`src/rtl/mmio_uart_tx_pkg.sv`:
```
`default_nettype none
// ============================================================================
// Module      : mmio_uart_tx_pkg
// Description : Shared definitions for the memory-mapped UART transmitter:
//               register offsets, STATUS bit indices, serializer states and
//               a STATUS packing helper.
// Revision    : 1.0 - initial release
// ============================================================================
package mmio_uart_tx_pkg;

    // Register offsets inside the 16-byte window
    localparam logic [3:0] c_off_txdata  = 4'h0;
    localparam logic [3:0] c_off_status  = 4'h4;
    localparam logic [3:0] c_off_bauddiv = 4'h8;

    // STATUS bit positions
    localparam int c_stat_full  = 0;
    localparam int c_stat_empty = 1;
    localparam int c_stat_busy  = 2;
    localparam int c_stat_ovr   = 3;

    // Data bits per frame (8N1)
    localparam int c_data_bits = 8;

    // Serializer states
    typedef enum logic [1:0] {
        ST_IDLE  = 2'd0,
        ST_START = 2'd1,
        ST_DATA  = 2'd2,
        ST_STOP  = 2'd3
    } tx_state_e;

    // Assemble the STATUS read word from its flags
    function automatic logic [31:0] pack_status(
        input logic ovr,
        input logic busy,
        input logic empty,
        input logic full
    );
        logic [31:0] word;
        word                = '0;
        word[c_stat_ovr]    = ovr;
        word[c_stat_busy]   = busy;
        word[c_stat_empty]  = empty;
        word[c_stat_full]   = full;
        return word;
    endfunction

endpackage
`default_nettype wire

```
`src/rtl/mmio_uart_tx_sync_fifo.sv`:
```
`default_nettype none
// ============================================================================
// Module      : mmio_uart_tx_sync_fifo
// Description : Small synchronous first-word-fall-through FIFO. Pointers
//               carry one extra wrap bit so full/empty come from comparing
//               the MSBs. A push while full is accepted only when a pop
//               happens in the same cycle.
// Revision    : 1.0 - initial release
// ============================================================================
module mmio_uart_tx_sync_fifo #(
    parameter int WIDTH = 8,
    parameter int DEPTH = 4
) (
    input  logic             clk,
    input  logic             reset,
    input  logic             push,
    input  logic             pop,
    input  logic [WIDTH-1:0] din,
    output logic [WIDTH-1:0] dout,
    output logic             full,
    output logic             empty
);

    localparam int c_aw = $clog2(DEPTH);
    localparam int c_pw = c_aw + 1;
    localparam logic [c_pw-1:0] c_ptr_one = 1;

    logic [c_pw-1:0]  wr_ptr_q, wr_ptr_d;
    logic [c_pw-1:0]  rd_ptr_q, rd_ptr_d;
    logic [WIDTH-1:0] mem_q [DEPTH];
    logic [WIDTH-1:0] mem_d [DEPTH];
    logic             do_push;
    logic             do_pop;

    // Flags: equal pointers mean empty; equal index with differing wrap bit means full
    assign empty = (wr_ptr_q == rd_ptr_q);
    assign full  = (wr_ptr_q[c_aw] != rd_ptr_q[c_aw]) &&
                   (wr_ptr_q[c_aw-1:0] == rd_ptr_q[c_aw-1:0]);

    // Head of queue is always visible so the consumer can load it on the pop edge
    assign dout = mem_q[rd_ptr_q[c_aw-1:0]];

    // A pop frees a slot in the same cycle, so a full FIFO still accepts a push then
    assign do_pop  = pop & ~empty;
    assign do_push = push & (~full | do_pop);

    // Next pointer values
    always_comb begin
        wr_ptr_d = wr_ptr_q;
        rd_ptr_d = rd_ptr_q;
        if (do_push) begin
            wr_ptr_d = wr_ptr_q + c_ptr_one;
        end
        if (do_pop) begin
            rd_ptr_d = rd_ptr_q + c_ptr_one;
        end
    end

    // Next storage contents: write the pushed entry at the write index
    always_comb begin
        for (int i = 0; i < DEPTH; i++) begin
            mem_d[i] = mem_q[i];
        end
        if (do_push) begin
            mem_d[wr_ptr_q[c_aw-1:0]] = din;
        end
    end

    // Pointer registers; reset discards all queued entries
    always_ff @(posedge clk or negedge reset) begin
        if (!reset) begin
            wr_ptr_q <= '0;
            rd_ptr_q <= '0;
        end else begin
            wr_ptr_q <= wr_ptr_d;
            rd_ptr_q <= rd_ptr_d;
        end
    end

    // Storage registers; contents are only meaningful between the pointers
    always_ff @(posedge clk) begin
        mem_q <= mem_d;
    end

endmodule
`default_nettype wire

```
`src/rtl/mmio_uart_tx.sv`:
```
`default_nettype none
// ============================================================================
// Module      : mmio_uart_tx
// Description : Memory-mapped 8N1 UART transmitter for the core's data bus.
//               Stores to TXDATA are queued in a small FIFO and shifted out
//               LSB first on tx. STATUS and BAUDDIV are read combinationally
//               so single-cycle loads complete in the same cycle.
// Revision    : 1.0 - initial release
// ============================================================================
module mmio_uart_tx
    import mmio_uart_tx_pkg::*;
#(
    parameter logic [31:0] BASE_ADDR   = 32'h0000_1000,
    parameter int          FIFO_DEPTH  = 4,
    parameter logic [15:0] DEFAULT_DIV = 16'd433
) (
    input  logic        clk,
    input  logic        reset,
    input  logic [31:0] addr,
    input  logic [31:0] wdata,
    input  logic        we,
    output logic [31:0] rdata,
    output logic        tx,
    output logic        irq
);

    // ------------------------------------------------------------------
    // Address decode
    // ------------------------------------------------------------------
    logic       sel;
    logic [3:0] offset;
    logic       txdata_we;
    logic       status_we;
    logic       bauddiv_we;

    assign sel        = (addr[31:4] == BASE_ADDR[31:4]);
    assign offset     = addr[3:0];
    assign txdata_we  = we & sel & (offset == c_off_txdata);
    assign status_we  = we & sel & (offset == c_off_status);
    assign bauddiv_we = we & sel & (offset == c_off_bauddiv);

    // Only the low half-word of store data is ever consumed
    logic unused_wdata;
    assign unused_wdata = ^wdata[31:16];

    // ------------------------------------------------------------------
    // TX FIFO
    // ------------------------------------------------------------------
    logic       fifo_pop;
    logic [7:0] fifo_dout;
    logic       fifo_full;
    logic       fifo_empty;
    logic       overrun;

    mmio_uart_tx_sync_fifo #(
        .WIDTH (8),
        .DEPTH (FIFO_DEPTH)
    ) u_fifo (
        .clk   (clk),
        .reset (reset),
        .push  (txdata_we),
        .pop   (fifo_pop),
        .din   (wdata[7:0]),
        .dout  (fifo_dout),
        .full  (fifo_full),
        .empty (fifo_empty)
    );

    // A store is lost only when the FIFO is full and nothing drains this cycle
    assign overrun = txdata_we & fifo_full & ~fifo_pop;

    // ------------------------------------------------------------------
    // Control registers: BAUDDIV and sticky overrun flag
    // ------------------------------------------------------------------
    logic [15:0] bauddiv_q, bauddiv_d;
    logic        ovr_q, ovr_d;

    // Register updates; a fresh overrun beats a simultaneous clear
    always_comb begin
        bauddiv_d = bauddiv_q;
        ovr_d     = ovr_q;
        if (bauddiv_we) begin
            bauddiv_d = wdata[15:0];
        end
        if (status_we && wdata[c_stat_ovr]) begin
            ovr_d = 1'b0;
        end
        if (overrun) begin
            ovr_d = 1'b1;
        end
    end

    // Control register storage
    always_ff @(posedge clk or negedge reset) begin
        if (!reset) begin
            bauddiv_q <= DEFAULT_DIV;
            ovr_q     <= 1'b0;
        end else begin
            bauddiv_q <= bauddiv_d;
            ovr_q     <= ovr_d;
        end
    end

    // ------------------------------------------------------------------
    // Serializer: baud down-counter, bit counter, shift register, tx
    // ------------------------------------------------------------------
    tx_state_e   state_q, state_d;
    logic [7:0]  shift_q, shift_d;
    logic [15:0] baud_cnt_q, baud_cnt_d;
    logic [2:0]  bit_cnt_q, bit_cnt_d;
    logic        tx_q, tx_d;
    logic        bit_end;

    localparam logic [2:0] c_last_bit = 3'(c_data_bits - 1);

    // A bit period ends when the counter, loaded with BAUDDIV at the bit start, reaches zero
    assign bit_end = (baud_cnt_q == 16'd0);

    // Next-state logic; the counter reloads from the live BAUDDIV at every bit start,
    // so a divider change lands on the next bit boundary
    always_comb begin
        state_d    = state_q;
        shift_d    = shift_q;
        baud_cnt_d = baud_cnt_q;
        bit_cnt_d  = bit_cnt_q;
        tx_d       = tx_q;
        fifo_pop   = 1'b0;
        case (state_q)
            ST_IDLE: begin
                tx_d = 1'b1;
                if (!fifo_empty) begin
                    fifo_pop   = 1'b1;
                    shift_d    = fifo_dout;
                    baud_cnt_d = bauddiv_q;
                    tx_d       = 1'b0;
                    state_d    = ST_START;
                end
            end
            ST_START: begin
                if (bit_end) begin
                    baud_cnt_d = bauddiv_q;
                    bit_cnt_d  = 3'd0;
                    tx_d       = shift_q[0];
                    state_d    = ST_DATA;
                end else begin
                    baud_cnt_d = baud_cnt_q - 16'd1;
                end
            end
            ST_DATA: begin
                if (bit_end) begin
                    baud_cnt_d = bauddiv_q;
                    shift_d    = {1'b0, shift_q[7:1]};
                    if (bit_cnt_q == c_last_bit) begin
                        tx_d    = 1'b1;
                        state_d = ST_STOP;
                    end else begin
                        bit_cnt_d = bit_cnt_q + 3'd1;
                        tx_d      = shift_q[1];
                    end
                end else begin
                    baud_cnt_d = baud_cnt_q - 16'd1;
                end
            end
            ST_STOP: begin
                if (bit_end) begin
                    // Chain straight into the next frame when data is waiting
                    if (!fifo_empty) begin
                        fifo_pop   = 1'b1;
                        shift_d    = fifo_dout;
                        baud_cnt_d = bauddiv_q;
                        tx_d       = 1'b0;
                        state_d    = ST_START;
                    end else begin
                        tx_d    = 1'b1;
                        state_d = ST_IDLE;
                    end
                end else begin
                    baud_cnt_d = baud_cnt_q - 16'd1;
                end
            end
            default: begin
                tx_d    = 1'b1;
                state_d = ST_IDLE;
            end
        endcase
    end

    // Serializer state and registered line output; reset forces the line idle at once
    always_ff @(posedge clk or negedge reset) begin
        if (!reset) begin
            state_q    <= ST_IDLE;
            shift_q    <= 8'd0;
            baud_cnt_q <= 16'd0;
            bit_cnt_q  <= 3'd0;
            tx_q       <= 1'b1;
        end else begin
            state_q    <= state_d;
            shift_q    <= shift_d;
            baud_cnt_q <= baud_cnt_d;
            bit_cnt_q  <= bit_cnt_d;
            tx_q       <= tx_d;
        end
    end

    // ------------------------------------------------------------------
    // Outputs
    // ------------------------------------------------------------------
    logic        busy;
    logic [31:0] status_word;

    assign busy        = (state_q != ST_IDLE);
    assign status_word = pack_status(ovr_q, busy, fifo_empty, fifo_full);
    assign tx          = tx_q;
    assign irq         = fifo_empty & ~busy;

    // Combinational read mux; unselected or unmapped addresses read zero
    always_comb begin
        rdata = 32'd0;
        if (sel) begin
            case (offset)
                c_off_status:  rdata = status_word;
                c_off_bauddiv: rdata = {16'd0, bauddiv_q};
                default:       rdata = 32'd0;
            endcase
        end
    end

endmodule
`default_nettype wire

```
`config.mk`:
```
export PLATFORM = sky130hd
export DESIGN_NAME = mmio_uart_tx
export DESIGN_NICKNAME = d
export VERILOG_FILES = /design/src/rtl/mmio_uart_tx_pkg.sv /design/src/rtl/mmio_uart_tx_sync_fifo.sv /design/src/rtl/mmio_uart_tx.sv
export SDC_FILE = /design/constraint.sdc
export NUM_CORES = 1
export LEC_CHECK = 0
export ABC_AREA = 1
export BUFFER_PORTS_ARGS = -buffer_cell sky130_fd_sc_hd__buf_2
export CAP_MARGIN = 5
export CORE_UTILIZATION = 45
export DETAILED_ROUTE_END_ITERATION = 16
export PLACE_DENSITY = 0.71
export SYNTH_ARGS = -nofsm -noshare
export SYNTH_HDL_FRONTEND = slang
export SYNTH_SLANG_ARGS = --single-unit
```
`constraint.sdc`:
```
create_clock -name clk -period 4.15 [get_ports clk]
set_input_delay 0.415 -clock clk [delete_from_list [all_inputs] [get_ports clk]]
set_output_delay 0.415 -clock clk [all_outputs]
set_load 0.02 [all_outputs]
```
After elaboration in Yosys (flattened, before gate mapping)
Index checks and enable logic that the tools add are counted.
Storage, ports and cells
  register bits: 85
  output and inout port bits: 34
  logic and storage cells: 105
Operators by class
  reduce and logical (&&, ||, !) cells: 15
  multiplexer cells: 38
  $add $sub $neg: 4
  magnitude comparators: 3
  bitwise operators: 16
  equal/unequal tests: 16
Operators by type and width (number)
  $mux W16: 4
  $mux W8: 6
  $pmux W16 S3: 1
  $bwmux W32: 1
  $pmux W16 S2: 1
  $eq A28 B9 Y1 const B: 1
  $pmux W8 S3: 1
  $bmux W8 S2: 1
  $demux W8 S2: 1
  $logic_not A16 Y1: 1
  $sub A16 B1 Y16 const B: 1
  $ne A2 B2 Y1 const B: 6
  $mux W1: 10
  $mux W2: 5
  $add A3 B1 Y3 const B: 3
  $and A1 B1 Y1: 9
  $mux W3: 3
  $pmux W2 S4: 1
  $ge A3 B3 Y1 const B: 2
  $not A2 Y3: 2
  $pmux W3 S2: 1
  $reduce_and A3 Y1: 2
  $reduce_bool A2 Y1: 3
  $reduce_and A5 Y1: 1
  19 further kinds: 25

Depth between registers and ports, before layout
Gate-level depths: netlist (run 1).
  depth in word-level cells: 7
  depth in mapped cells: 12
  depth with buffers taken out: 11

By module
A second synthesis (run 1) with hierarchy kept.
Second synthesis, totals
  cells, all modules: 660
  area, all modules: 5177.5 µm²
Modules (own cells, without submodules)
  mmio_uart_tx: cells an instance 523, seq. area each 1183.6 µm², area each 3549.7 µm², times used 1
  mmio_uart_tx_sync_fifo: cells an instance 137, seq. area each 1111.1 µm², area each 1627.8 µm², times used 1

Least setup slack after synthesis (run 1)
OpenSTA, ideal clock, no wires.
  path type: flip-flop to flip-flop
  from: reg baud_cnt_q[0]
  to: reg u_fifo.mem_q[10] (netlist bit) (enable)
  clock period less this slack: 2005 ps
  setup time: 371 ps
  slack: 2145 ps
  cell stages (with the launch flop): 11
  arrival time: 1634 ps
  cell sequence: dfrtp_1 -> inv_1 -> ha_1 -> nand3_1 -> nor2_1 -> nand3_1 -> nand2_1 -> nand2_4 -> nand2_4 -> nand2_4 -> nor2_1
On the way
  word-level cells in the longest chain between the ends: 6
Ends and longest elaborated chain
  start: declaration: line mmio_uart_tx.sv:109  | logic [15:0] baud_cnt_q, baud_cnt_d;
  start signal: assignment: line mmio_uart_tx.sv:199  | baud_cnt_q <= baud_cnt_d;
  $logic_not A16 Y1: line mmio_uart_tx.sv:117  | assign bit_end = (baud_cnt_q == 16'd0);
  $mux W1: line mmio_uart_tx.sv:165  | if (bit_end) begin
  $pmux W1 S2: line mmio_uart_tx.sv:128  | case (state_q)
  $and A1 B1 Y1: line mmio_uart_tx_sync_fifo.sv:44  | assign do_pop = pop & ~empty;
  $or A1 B1 Y1: line mmio_uart_tx_sync_fifo.sv:45  | assign do_push = push & (~full | do_pop);
  $and A1 B1 Y1: line mmio_uart_tx_sync_fifo.sv:45
  end signal: assignment: line mmio_uart_tx_sync_fifo.sv:82  | mem_q <= mem_d;
  end: declaration: line mmio_uart_tx_sync_fifo.sv:30  | logic [WIDTH-1:0] mem_q [DEPTH];
Every way passes these cells.
A chain may end at the register's enable or synchronous reset.

Worst setup path after layout (run 1)
  from: reg u_fifo.rd_ptr_q[1]
  to: reg u_fifo.mem_q[0] (netlist bit) (enable)
On the way
  word-level cells in the longest chain between the ends: 7
  elaborated cells on any way between the ends: 11
  classes of those cells: eq/ne (2); mux (3); bitwise (5); reduce/logical (1)
Ends and longest elaborated chain
  start: declaration: line mmio_uart_tx_sync_fifo.sv:29  | logic [c_pw-1:0] rd_ptr_q, rd_ptr_d;
  start signal: assignment: line mmio_uart_tx_sync_fifo.sv:76  | rd_ptr_q <= rd_ptr_d;
  $eq A3 B3 Y1: line mmio_uart_tx_sync_fifo.sv:36  | assign empty = (wr_ptr_q == rd_ptr_q);
  $mux W1: line mmio_uart_tx.sv:131, mmio_uart_tx.sv:167
  $mux W1: line mmio_uart_tx.sv:165
  $pmux W1 S2: line mmio_uart_tx.sv:128
  $and A1 B1 Y1: line mmio_uart_tx_sync_fifo.sv:44
  $or A1 B1 Y1 (*): line mmio_uart_tx_sync_fifo.sv:45
  $and A1 B1 Y1 (*): line mmio_uart_tx_sync_fifo.sv:45
Every way passes the cells marked *; elsewhere a longest branch is shown, timed or not.

==> results of run 1 <==
stage by stage:
| stage | setup slack (ns) | hold WS (ns) | util (%) | instance area [um^2] | power [uW] |
|---|---|---|---|---|---|
| final | 1.326 | 0.1536 | 51.60 | 5594 | 1539 |
| after global routing | 1.105 | 0.2165 | 51.60 | 5594 | 1587 |
| after CTS | 1.323 | 0.1904 | 51.60 | 5594 | 1550 |
| after detailed placement | 1.339 | 0.4766 | 49.76 | 5394 | 955.2 |
| after global placement | 1.407 | 0.4673 | 49.76 | 5394 | 953.7 |
| after floorplan | 2.145 | 0.1194 | - | 5084 | 923.1 |
sequential cells by signal, indices dropped and copies added, names as in the netlist:
register / cells
u_fifo.rd_ptr_q: 3
baud_cnt_q: 16
bauddiv_q: 16
tx: 1
u_fifo.mem_q: 32
bit_cnt_q: 3
ovr_q: 1
shift_q: 8
state_q: 2
u_fifo.wr_ptr_q: 3
logic make-up after synthesis:
| family | after synthesis | share of synthesized area [%] |
|---|---|---|
| multiplexers | 6 | 1.195 |
| XOR/XNOR | 7 | 1.593 |
| flip-flops | 85 | 45.64 |
| AND/OR/NAND/NOR | 328 | 28.22 |
| other | 1 | 0.07459 |
| buffers and inverters | 98 | 9.233 |
| adder cells (fa/ha/maj) | 14 | 3.484 |
| AO/OA/AOI/OAI | 98 | 10.55 |
worst max-delay path, stage by stage, from the launching register on:
cell and delay (ns):
dfrtp_1 0.59, inv_2 0.17, nand2_1 0.11, nand2_2 0.15, nand3_4 0.33, nand2_1 0.14
inv_2 0.11, nand2_4 0.08, nand2_4 0.10, nand2_4 0.07, nor2_1 0.61
worst max path at each step:
stage | start | endpoint | slack, ns | cells past startpoint
2_1_floorplan | baud_cnt_q[0] | u_fifo.mem_q[10] | 2.15 | 10
3_3_place_gp | u_fifo.rd_ptr_q[1] | u_fifo.mem_q[1] | 1.41 | 10
3_5_place_dp | u_fifo.rd_ptr_q[1] | u_fifo.mem_q[0] | 1.34 | 10
4_1_cts | u_fifo.rd_ptr_q[1] | u_fifo.mem_q[0] | 1.32 | 10
5_1_grt | u_fifo.rd_ptr_q[1] | u_fifo.mem_q[0] | 1.10 | 10
6_report | u_fifo.rd_ptr_q[1] | u_fifo.mem_q[0] | 1.33 | 10
layout by cell type (no fill, tap or decap), types with 9 or more instances in the layout:
master / instances
buf_2: 68
nor2_1: 72
a21oi_1: 10
o22ai_1: 10
nor3_1: 11
nand2_1: 175
o21ai_0: 67
nand4_1: 20
edfxtp_1: 32
ha_1: 14
conb_1: 16
clkbuf_8: 9
inv_1: 60
nand3_1: 36
dfrtp_1: 47
synth_stat cells:
cell / instances / share of area [%]
nand2_1: 175 / 13
nor2_1: 72 / 5.4
o21ai_0: 67 / 6.7
inv_1: 60 / 4.5
dfrtp_1: 47 / 23
nand3_1: 36 / 3.6
edfxtp_1: 32 / 19
nand4_1: 20 / 2.5
buf_4: 16 / 2.4
ha_1: 14 / 3.5
nor3_1: 11 / 1.1
a21oi_1: 10 / 1.0
o22ai_1: 10 / 1.2
clkbuf_1: 8 / 0.60
dfstp_2: 6 / 3.1
mux2i_1: 6 / 1.2
o211ai_1: 6 / 0.90
buf_2: 5 / 0.50
xor2_1: 5 / 0.87
buf_6: 4 / 0.90
inv_2: 4 / 0.30
nand2_2: 3 / 0.37
nand2_4: 3 / 0.67
a32o_1: 2 / 0.40
nor2_2: 2 / 0.25
nor2_4: 2 / 0.45
o21ai_1: 2 / 0.20
and2_1: 1 / 0.12
clkinv_1: 1 / 0.075
conb_1: 1 / 0.075
nand3_2: 1 / 0.20
nand3_4: 1 / 0.35
nor3_2: 1 / 0.20
o31ai_1: 1 / 0.15
xnor2_1: 1 / 0.17
xnor2_4: 1 / 0.55
layer usage:
| metal | global-route usage, % | vias to the layer above | part of all wire (%) |
|---|---|---|---|
| li1 | - | 2191 | - |
| met1 | 29.75 | 2079 | 45 |
| met2 | 35.76 | 169 | 47 |
| met3 | 5.024 | 20 | 6.0 |
| met4 | 8.317 | 0 | 2.1 |
| met5 | 0 | - | 0 |
area by class of cell:
class	instances	area, um^2	area share (%)
flip-flops and latches	85	2295	41.02
well taps	140	175.2	3.131
inverters	65	244.0	4.361
multi-input cells	469	2325	41.56
clock inverters	7	76.32	1.364
clock buffers	9	123.9	2.214
repair buffers	70	355.3	6.352
power by group:
| group | switching, uW | internal (uW) |
|---|---|---|
| clock | 360 | 242 |
| sequential | 0.0868 | 871 |
| combinational | 44.8 | 20.7 |
==> metrics list, run 1 <==
- Number of iterations in the first detailed-routing pass: 5
- Total GRT Usage: 22.43%
* Wire length of the first global-routing pass: 20080 um
- For the worst setup path, the data arrival time is 2.83 ns.
* Total of max-cap violations: 0
- The final number of max-transition violations was 0.
- For this design the static power due to leakage is 0.002749 uW.
- Share of final-layout standard cells stronger than drive strength 1: 15.60%
* Number of flip-flops and latches in the synthesized netlist: 85
* Peak supply drop: 0.0001416 V
- Reg2Reg Launch Point: u_fifo.rd_ptr_q[1]
- Measured in cells, the most critical reg-to-reg path has a length of 10.
* Routed wire length per instance: 14.48 um
- Entering global routing, the biggest net connects 54 pins.
- Std-Cell Core Area: 10840 um^2
- In the finished design, the share of the clock period the worst path needs comes to 68.05%.
- Measured along the x axis, the die boundary spans 107.7 um.
- The later pin in the worst-skew pair is clocked with a latency of 0.38 ns.
- Worst endpoint required time: 4.16 ns
- Area of the die: 11600 um^2
- Normalized max-slew margin: 28.65%
- The filler cells instantiated in the layout total 1033.
- P per Cell Area: 275.0 nW/um^2
* Worst hold-check path type: primary input to asynchronous set/reset pin
* Final HPWL from detailed placement: 8939 um
* Via count of the first global-routing pass: 4244
- The worst register-to-register path has a setup slack of 1.33 ns.
* Element type at the critical path start: flip-flop
* Status: completed
- STA classifies the critical path endpoint as a flip-flop.
- Final RePlAce weighted congestion: 0.9034
* Final Non-Filler Cells: 845
- Average footprint of a synthesized cell: 7.892 um^2
- The cell area that synthesis handed to floorplanning was 5027 um^2.
- Setup violations remaining at the end of the flow were counted as 0.
- Along the worst path, the maximum fanout reaches 28.
- Final net count: 781
- The count of buffers added on input and output ports is 68.
* Clock tree from TritonCTS: done
- DRC errors left: 0
- Cells after synthesis: 637
* Highest achievable clock rate: 354.1 MHz
* End of the worst register-to-register path: u_fifo.mem_q[0]
- Kind of critical path: flip-flop to flip-flop
- The number of placed instances, taps included, is 829.
- CTS root buffer: clkbuf_8
- Setup repair after global routing left no endpoint under its margin.
* Num rows: 38
- Overall via count from detail_route: 4459
- After detailed routing, the total wire length is 12230 um.
* Yosys warns: 0
- Sequential element share of the synthesized area: 45.64%
- Transition time at the pin with the least slew margin: 1.069 ns
- Clock buffer count from CTS: 9
* Cts-stage hold buffer count: 0
- Number of sinks on the clock net: 85
- The H-tree was split into 3 levels.
- After clock tree synthesis, the clock-pin slew on the worst setup and hold paths is 0.09 ns.
- Count of buffers added by post-CTS timing repair for setup: 0
* Violation count after the first detailed-routing iteration: 330
- Routed Antenna Nets: 0
* Sum of overflow across all layers after global routing: 0
- Hold Fails Final Rpt: 0
- The die is 107.7 um tall.
- Using the TritonRoute via totals, the vias-per-cell ratio works out to 5.277.
- Count of inserted antenna diode cells: 0
* Clock Skew: 0.01268 ns
* Initial standard-cell utilization of the core: 46.38%
- Relative to the synthesized area, the layout overhead comes to 11.27%.
* Gates resized, CTS repair: 0
- Final TNS setup: 0 ns
- The worst path needs 2.824 ns of the cycle, external delays included.
- Antenna violations before repair: 0
- Synth unique cells: 36
* Boundary pin count: 101
- Clock Path Buffers: 2
Note: power is estimated with default switching activity, not from simulation.
==> inputs of run 2 (changes only) <==
--- a/config.mk
+++ b/config.mk
@@ -5,12 +5,12 @@
 export SDC_FILE = /design/constraint.sdc
 export NUM_CORES = 1
 export LEC_CHECK = 0
-export ABC_AREA = 1
+export ABC_AREA = 0
 export BUFFER_PORTS_ARGS = -buffer_cell sky130_fd_sc_hd__buf_2
 export CAP_MARGIN = 5
 export CORE_UTILIZATION = 45
 export DETAILED_ROUTE_END_ITERATION = 16
-export PLACE_DENSITY = 0.71
+export PLACE_DENSITY = 0.74
 export SYNTH_ARGS = -nofsm -noshare
 export SYNTH_HDL_FRONTEND = slang
 export SYNTH_SLANG_ARGS = --single-unit
==> constraint.sdc (replaced) <==
create_clock -name clk -period 2.4 [get_ports clk]
set_input_delay 0.24 -clock clk [delete_from_list [all_inputs] [get_ports clk]]
set_output_delay 0.24 -clock clk [all_outputs]
set_load 0.02 [all_outputs]
==> metrics list, run 2 <==
- Ordered cell list for the critical path: inv_1 > ha_1 > inv_1 > nand2_1 > o221ai_4 > nor4b_4 > and2_4 > buf_12 (was inv_2 > nand2_1 > nand2_2 > nand3_4 > nand2_1 > inv_2 > nand2_4 > nand2_4 > nand2_4 > nor2_1)
- The final estimated routing congestion in global placement came to 0.9122 (was 0.9034).
* Transition time at the pin with the least slew margin: 0.5978 ns (was 1.069 ns)
- Slowest Stage Delay on Critical Path: 0.41 ns (was 0.61 ns)
- Vias per Instance: 5.546 (was 5.277)
* Top Registers: u_fifo.mem_q (32), baud_cnt_q (16), bauddiv_q (16) (unchanged)
- Final setup violation count: 0 (unchanged)
* Proportion of power drawn by the clock network: 39.0% (was 39.1%)
* Count leader, synth: dfrtp_1 (was nand2_1)
- Worst endpoint required time: 2.49 ns (was 4.16 ns)
- The count of different cell masters after synthesis came to 59 (was 36).
- Chip height: 105.2 um (was 107.7 um)
- Total GRT Usage: 20.64% (was 22.43%)
- The most numerous cell on the critical path was inv_1 (was nand2_4).
* Area of the die: 11070 um^2 (was 11600 um^2)
* Num rows: 37 (was 38)
* Critical Path End Type: flip-flop (unchanged)
- The critical path buffer and inverter count was 3 (was 2).
- Largest cells by area after synthesis: dfrtp_1 25%, edfxtp_1 20%, mux2_2 4.7%, mux4_2 3.8%, ha_1 3.7% (was dfrtp_1 23%, edfxtp_1 19%, nand2_1 13%, o21ai_0 6.7%, nor2_1 5.4%).
* Number of enable flip-flop cells after synthesis: 32 (unchanged)
* Count of inserted antenna diode cells: 0 (unchanged)
* Register with the highest flop count: u_fifo.mem_q (unchanged)
- The post-synthesis sequential element count is 85 (unchanged).
- The fraction of post-synthesis cell area in the top cell type by area came to 24.54% (was 23.39%).
- Total of max-cap violations: 0 (unchanged)
- The proportion of power drawn by combinational gates came to 8.4% (was 4.3%).
* Status: completed (unchanged)
- The number of global-route vias before repair is 3510 (was 4244).
- The flip-flop cell with the highest count after synthesis is dfrtp_1 (unchanged).
- Synth area leader: dfrtp_1 (unchanged)
* Post-Layout Inst Area: 5728 um^2 (was 5594 um^2)
* Final Non-Filler Cells: 661 (was 845)
- The number of antenna violations at the first check in global routing was 0 (unchanged).
* Yosys warns: 0 (unchanged)
* Sum of overflow across all layers after global routing: 0 (unchanged)
- Source-to-sink clock delay at the later pin of the worst-skew pair: 0.37 ns (was 0.38 ns)
* Boundary pin count: 101 (unchanged)
* Total placed cells including tap cells: 641 (was 829)
- Tot Pwr: 2899 uW (was 1539 uW)
- I/O Buffers: 68 (unchanged)
- The worst-case register-to-register setup slack came to 0.13 ns (was 1.33 ns).
* Pin count of the biggest net entering global routing: 28 (was 54)
- The final critical-path required period is 2.272 ns (was 2.824 ns).
- The synthesis-to-finish area growth was 19.50% (was 11.27%).
- DRC errors left: 0 (unchanged)
* Post-route core utilization: 55.48% (was 51.60%)
* Overall via count from detail_route: 3666 (was 4459)
- The top cell family by delay on the critical path is simple AND/OR/NAND/NOR gates (unchanged).
* Cells after synthesis: 425 (was 637)
- The final number of max-transition violations was 0 (unchanged).
* Clock tree from TritonCTS: done (unchanged)
* Flip-flop count of the largest register, all copies and words added: 32 (unchanged)
* Final HPWL from detailed placement: 8001 um (was 8939 um)
- Highest fanout seen on the critical path: 8 (was 28)
- The mapped cell area was 4793 um^2 (was 5027 um^2).
* Critical path data arrival time: 2.36 ns (was 2.83 ns)
* Initial standard-cell utilization of the core: 46.43% (was 46.38%)
* Wire length of the first global-routing pass: 17780 um (was 20080 um)
- Highest achievable clock rate: 440.1 MHz (was 354.1 MHz)
- Routed Antenna Nets: 0 (unchanged)
- The CTS sink count is 85 (unchanged).
- Share of final-layout standard cells stronger than drive strength 1: 32.38% (was 15.60%)
- Setup repair after global routing missed its margin: no (unchanged).
- Clock buffer count from CTS: 9 (unchanged)
- Standby leakage power: 0.002573 uW (was 0.002749 uW)
- Element type at the critical path start: flip-flop (unchanged)
* Share of synthesized registers carrying an async set or reset: 62.35% (unchanged)
- The worst-case vdd ir drop was 0.0003292 V (was 0.0001416 V).
- Final hold slack: 0.1034 ns (was 0.1536 ns)
- Switching part of the total power: 23.96% (was 26.33%)
* Average footprint of a synthesized cell: 11.28 um^2 (was 7.892 um^2)
- CP max stage cell: dfrtp_1 (was nor2_1)
* Worst hold-check path type: primary input to flip-flop (was primary input to asynchronous set/reset pin)
- The sequential area share after synthesis is 47.87% (was 45.64%).
- Clock Skew: 0.01644 ns (was 0.01268 ns)
- Most used standard cells in the synthesized netlist: 47 x dfrtp_1, 33 x nand2_1, 32 x edfxtp_1, 32 x nor2_1, 24 x o21ai_0 (was 175 x nand2_1, 72 x nor2_1, 67 x o21ai_0, 60 x inv_1, 47 x dfrtp_1)
- The most common library cell in the layout ignoring fill and taps was buf_2 (was nand2_1).
- Sw Pwr: 694.6 uW (was 405.0 uW)
- The start-to-end type of the worst setup path is flip-flop to flip-flop (unchanged).
- The count of final hold-check violations was 0 (unchanged).
- Final wirelength: 10850 um (was 12230 um)
- The clock root buffer master is clkbuf_8 (unchanged).
* Maximum level of the CTS H-tree: 3 (unchanged)
- The detailed router's first-iteration violation count was 221 (was 330).
* Final Cycle Share: 94.67% (was 68.05%)
- The post-CTS clock slew at the launch and capture registers of the worst setup and hold paths is 0.09 ns (about the same).
* Number of iterations in the first detailed-routing pass: 4 (was 5)
- The worst slew margin relative to its limit is 60.15% (was 28.65%).
* Placement Cell Area: 5438 um^2 (was 5394 um^2)
* Std-Cell Core Area: 10320 um^2 (was 10840 um^2)
- Commonest cells after routing, fill and taps aside: 68 x buf_2, 47 x dfrtp_1, 33 x nand2_1 (was 175 x nand2_1, 72 x nor2_1, 68 x buf_2)
- Routed wire length per instance: 16.41 um (was 14.48 um)
- The power density relative to cell area came to 506.2 nW/um^2 (was 275.0 nW/um^2).
- Final net count: 601 (was 781)
- The internal power consumption was 2205 uW (was 1133 uW).
- Clock Path Buffers: 2 (unchanged)
- Overall die width: 105.2 um (was 107.7 um)
- Sequential share of power: 52.5% (was 56.6%)
## run 2: cell types whose count changed in the layout (fill, tap and decap cells not counted), sizes merged, moves of 8 or more
cell   change
nand2    -148
inv       -56
nor2      -44
o21ai     -44
nand3     -34
buf       +33
mux2      +21
and2      +19
nand4     -16
nor4      +10
xnor2     +10
mux4       +8
## run 2: worst reg2reg max path: cells and delay by family, from the launching register on
kind | cells | cell delay, ns
DFF | 1 | 0.41
adders and majority gates | 1 | 0.37
AOI/OAI and AO/OA | 1 | 0.20
buffers and inverters | 3 | 0.33
and+or+nand+nor | 3 | 0.69
## run 2: worst paths after layout
kind / startpoint / endpoint / cells after the start
worst min register to register: shift_q[4] / shift_q[4] / 2
worst min-delay path: wdata[10] / bauddiv_q[10] / 2
min in group asynchronous: reset / baud_cnt_q[0] / 2
worst max-delay path: state_q[1] / u_fifo.mem_q[17] / 8
max in group asynchronous: reset / bauddiv_q[5] / 3
worst max register to register: state_q[1] / u_fifo.mem_q[17] / 8
## run 2: layer usage
metal	GRT usage (%)	part of all wire [%]	up-vias
met5	0	0	-
met4	5.332	1.2	0
met3	3.930	5.6	14
met2	33.79	49	144
met1	28.14	44	1780
li1	-	-	1728
## run 2: cells by family (layout without fill, tap and decap cells)
group	count (synthesis)	in the layout	synth area share [%]
and+or+nand+nor	132	132	16.16
adders and majority gates	14	14	3.654
buffers and inverters	47	132	5.377
xor gates and xnor gates	20	20	3.654
other	1	16	0.07823
AOI/OAI and AO/OA	84	84	11.80
muxes	42	42	11.41
DFF	85	85	47.87
## run 2: through the flow
stage	TNS [ns]	worst slack (ns)
after detailed placement	-2.863	-0.1048
after global placement	0	0.04101
after CTS	0	0.01137
final	0	0.1279
after floorplan	0	0.03383
after global routing	0	0.01732
## run 2: what timing repair did
| action | 4_1_cts | 5_1_grt |
|---|---|---|
| cloned | 0 | 0 |
| buffers inserted | 0 | 3 |
| hold endpoints to repair | 19 | 0 |
| hold buffers | 1 | 0 |
| resized for setup | 1 | 9 |
| setup endpoints to repair | 33 | 34 |
| pin swaps | 0 | 2 |
## run 2: cell type report
type / instances / area (um^2)
well taps: 136 / 170.2
multi-input cells: 308 / 2333
fillers: 885 / 4596
repair buffers: 104 / 663.1
inverters: 12 / 45.04
flip-flops and latches: 85 / 2295
clock buffers: 10 / 127.6
clock inverters: 6 / 93.84
## run 2: power by group through the flow
stage	Clock, uW	Combinational, uW	Sequential, uW
after global routing	1210	268	1530
final	1130	244	1520
after detailed placement	0	237	1550
after CTS	1140	239	1520
after global placement	0	230	1550
after floorplan	0	140	1550
==> inputs of run 3 (changes only) <==
--- a/config.mk
+++ b/config.mk
@@ -10,7 +10,8 @@
 export CAP_MARGIN = 5
 export CORE_UTILIZATION = 45
 export DETAILED_ROUTE_END_ITERATION = 16
-export PLACE_DENSITY = 0.74
+export PLACE_DENSITY_LB_ADDON = 0.1
+export RECOVER_POWER = 100
 export SYNTH_ARGS = -nofsm -noshare
 export SYNTH_HDL_FRONTEND = slang
 export SYNTH_SLANG_ARGS = --single-unit
==> metrics list, run 3 (same netlist as run 2, synthesis figures left out) <==
- Status: completed (unchanged).
- The iteration count of the initial detailed-routing pass was 5 (was 4).
- The category of the worst setup path launch point was a flip-flop (unchanged).
* DRC errors left: 0 (unchanged)
* Worst endpoint required time: 2.49 ns (about the same)
- The total overflow reported by the global router was 0 (unchanged).
- The number of global-route vias before repair came to 3598 (was 3510).
- The total clock buffers created by CTS was 9 (unchanged).
- Clock period minus final worst setup slack: 2.283 ns (was 2.272 ns)
- The count of fill cells added during filler insertion came to 934 (was 885).
- The kind of end point of the critical path is a flip-flop (unchanged).
- The die extent in x was 105.2 um (unchanged).
- Standby leakage power: 0.002514 uW (was 0.002573 uW)
- Antenna violations before repair: 0 (unchanged)
- Area used by multi-input combinational logic: 2344 um^2 (was 2333 um^2)
- Highest fanout seen on the critical path: 6 (was 8)
- The power density relative to cell area came to 477.9 nW/um^2 (was 506.2 nW/um^2).
- The routed wire length per instance came to 16.93 um (was 16.41 um).
- Top Registers: u_fifo.mem_q (32), baud_cnt_q (16), bauddiv_q (16) (unchanged).
- Peak supply drop: 0.0002186 V (was 0.0003292 V)
* Clock Skew: 0.008406 ns (was 0.01644 ns)
- Transition time at the pin with the least slew margin: 1.485 ns (was 0.5978 ns)
* Count of inserted antenna diode cells: 0 (unchanged)
* Total of max-cap violations: 0 (unchanged)
- The final estimated routing congestion in global placement is 0.8326 (was 0.9122).
- Critical path data arrival time: 2.37 ns (was 2.36 ns)
- Total GRT Usage: 21.60% (was 20.64%)
- Boundary pin count: 101 (unchanged)
- Vias per Instance: 5.491 (was 5.546)
- The start-to-end type of the worst setup path is flip-flop to flip-flop (unchanged).
- The count of final hold-check violations was 0 (unchanged).
- Post-CTS clock slew at the launch and capture registers of the worst setup and hold paths: 0.09 ns (about the same)
- Pin count of the biggest net entering global routing: 28 (unchanged)
- The register ranked first by flip-flop count is u_fifo.mem_q (unchanged).
- Post-Layout Inst Area: 5638 um^2 (was 5728 um^2)
- Placement Cell Area: 5488 um^2 (was 5438 um^2)
* Maximum level of the CTS H-tree: 3 (unchanged)
- Setup repair after global routing missed its margin: yes (was no)
- The most common library cell in the layout ignoring fill and taps is buf_2 (unchanged).
* Area delta synth->final: 17.62% (was 19.50%)
- The final setup TNS was 0 ns (unchanged).
- Final Cycle Share: 95.12% (was 94.67%)
- The worst slew margin relative to its limit came to 0.9863% (was 60.15%).
* Flip-flop count of the largest register, all copies and words added: 32 (unchanged)
* Initial standard-cell utilization of the core: 46.43% (unchanged)
* Share of final-layout standard cells stronger than drive strength 1: 31.37% (was 32.38%)
- The CTS sink count is 85 (unchanged).
- The final number of max-transition violations came to 0 (unchanged).
- Source-to-sink clock delay at the later pin of the worst-skew pair: 0.36 ns (was 0.37 ns)
- Clock Path Buffers: 2 (unchanged)
* Final wirelength: 11210 um (was 10850 um)
* I/O Buffers: 68 (unchanged)
* Register Area: 2295 um^2 (unchanged)
* Number of cells on the worst hold path: 2 (unchanged)
- Violation count after the first detailed-routing iteration: 212 (was 221)
- Highest achievable clock rate: 438.0 MHz (was 440.1 MHz)
- Area of the die: 11070 um^2 (unchanged)
- The total vias in the final route is 3635 (was 3666).
- Std-Cell Core Area: 10320 um^2 (unchanged)
* Clock tree from TritonCTS: done (unchanged)
- Routed Antenna Nets: 0 (unchanged)
- The wire length of the first global-routing pass was 18450 um (was 17780 um).
- The kind of path behind the tightest hold check was primary input to flip-flop (unchanged).
- The clock root buffer master was clkbuf_8 (unchanged).
- The standard-cell row count is 37 (unchanged).
- Chip height: 105.2 um (unchanged)
- The number of nets in the layout is 602 (was 601).
* Final HPWL from detailed placement: 8288 um (was 8001 um)
- Final setup violation count: 0 (unchanged)
* Reg2reg path depth: 9 (was 8)
- Commonest cells after routing, fill and taps aside: 58 x buf_2, 47 x dfrtp_1, 33 x nand2_1 (was 68 x buf_2, 47 x dfrtp_1, 33 x nand2_1).
==> run 3: cell count changes in the layout (fill, tap and decap cells not counted), sizes merged <==
| cell | change |
|---|---|
| bufinv | -2 |
| clkbuf | +12 |
| buf | -12 |
| clkinv | +3 |
==> run 3: report_power, final <==
group,total [uW],internal [uW],leakage (uW),switching [uW]
combinational,242,89.9,0.00144,152
sequential,1520,1520,0.000980,7.89
clock,928,380,0.0000914,548
total,2690,1990,0.00251,708
==> run 3: worst paths after layout <==
path                                from               end  slack [ns]
setup / recovery           baud_cnt_q[0]  u_fifo.mem_q[14]        0.12
hold / removal                 wdata[15]     bauddiv_q[15]        0.11
setup reg to reg           baud_cnt_q[0]  u_fifo.mem_q[14]        0.12
hold reg to reg               shift_q[3]        shift_q[3]        0.49
max in group asynchronous          reset      bauddiv_q[8]        0.43
min in group asynchronous          reset        shift_q[3]        0.76
==> run 3: layout make-up <==
cell class / count / area share [%]
Multi-Input combinational cell: 308 / 41.57
Clock buffer: 9 / 2.197
Clock inverter: 7 / 0.8655
Timing Repair Buffer: 105 / 10.85
Tap cell: 136 / 3.018
Inverter: 12 / 0.7989
Sequential cell: 85 / 40.70
==> run 3: critical path, stage by stage (launching register included) <==
cell and delay, ns:
dfrtp_1 0.41, inv_2 0.09, ha_4 0.13, nor3b_2 0.17, buf_4 0.15, nand4_4 0.12
o221ai_4 0.22, nor4b_4 0.36, and2_4 0.22, buf_12 0.11
==> run 3: routing by layer <==
metal	part of all wire, %	vias up	global-route usage [%]
met2	45	145	33.36
met3	6.0	16	4.554
met1	48	1748	30.28
met4	1.5	0	6.942
met5	0	-	0
li1	-	1726	-
==> run 3: timing repair <==
action / 4_1_cts / 5_1_grt
resized for setup: 1 / 14
pin swaps: 0 / 4
buffers inserted: 0 / 2
hold buffers: 1 / 0
endpoints found under the setup margin: 8 / 34
hold endpoints to repair: 19 / 0
cloned: 0 / 0
==> run 3: per-stage QoR <==
step	cells	power, uW	hold WS (ns)	utilization (%)	worst slack (ns)
floorplan	440	1694	-0.05559	-	0.03383
global placement	646	1792	0.2907	53.16	0.03583
detailed placement	646	1796	0.2863	53.16	0.01269
CTS	663	2722	0.09334	55.04	0.02092
global route	662	2806	0.09955	54.61	-0.02096
finish	662	2694	0.1140	54.61	0.1171
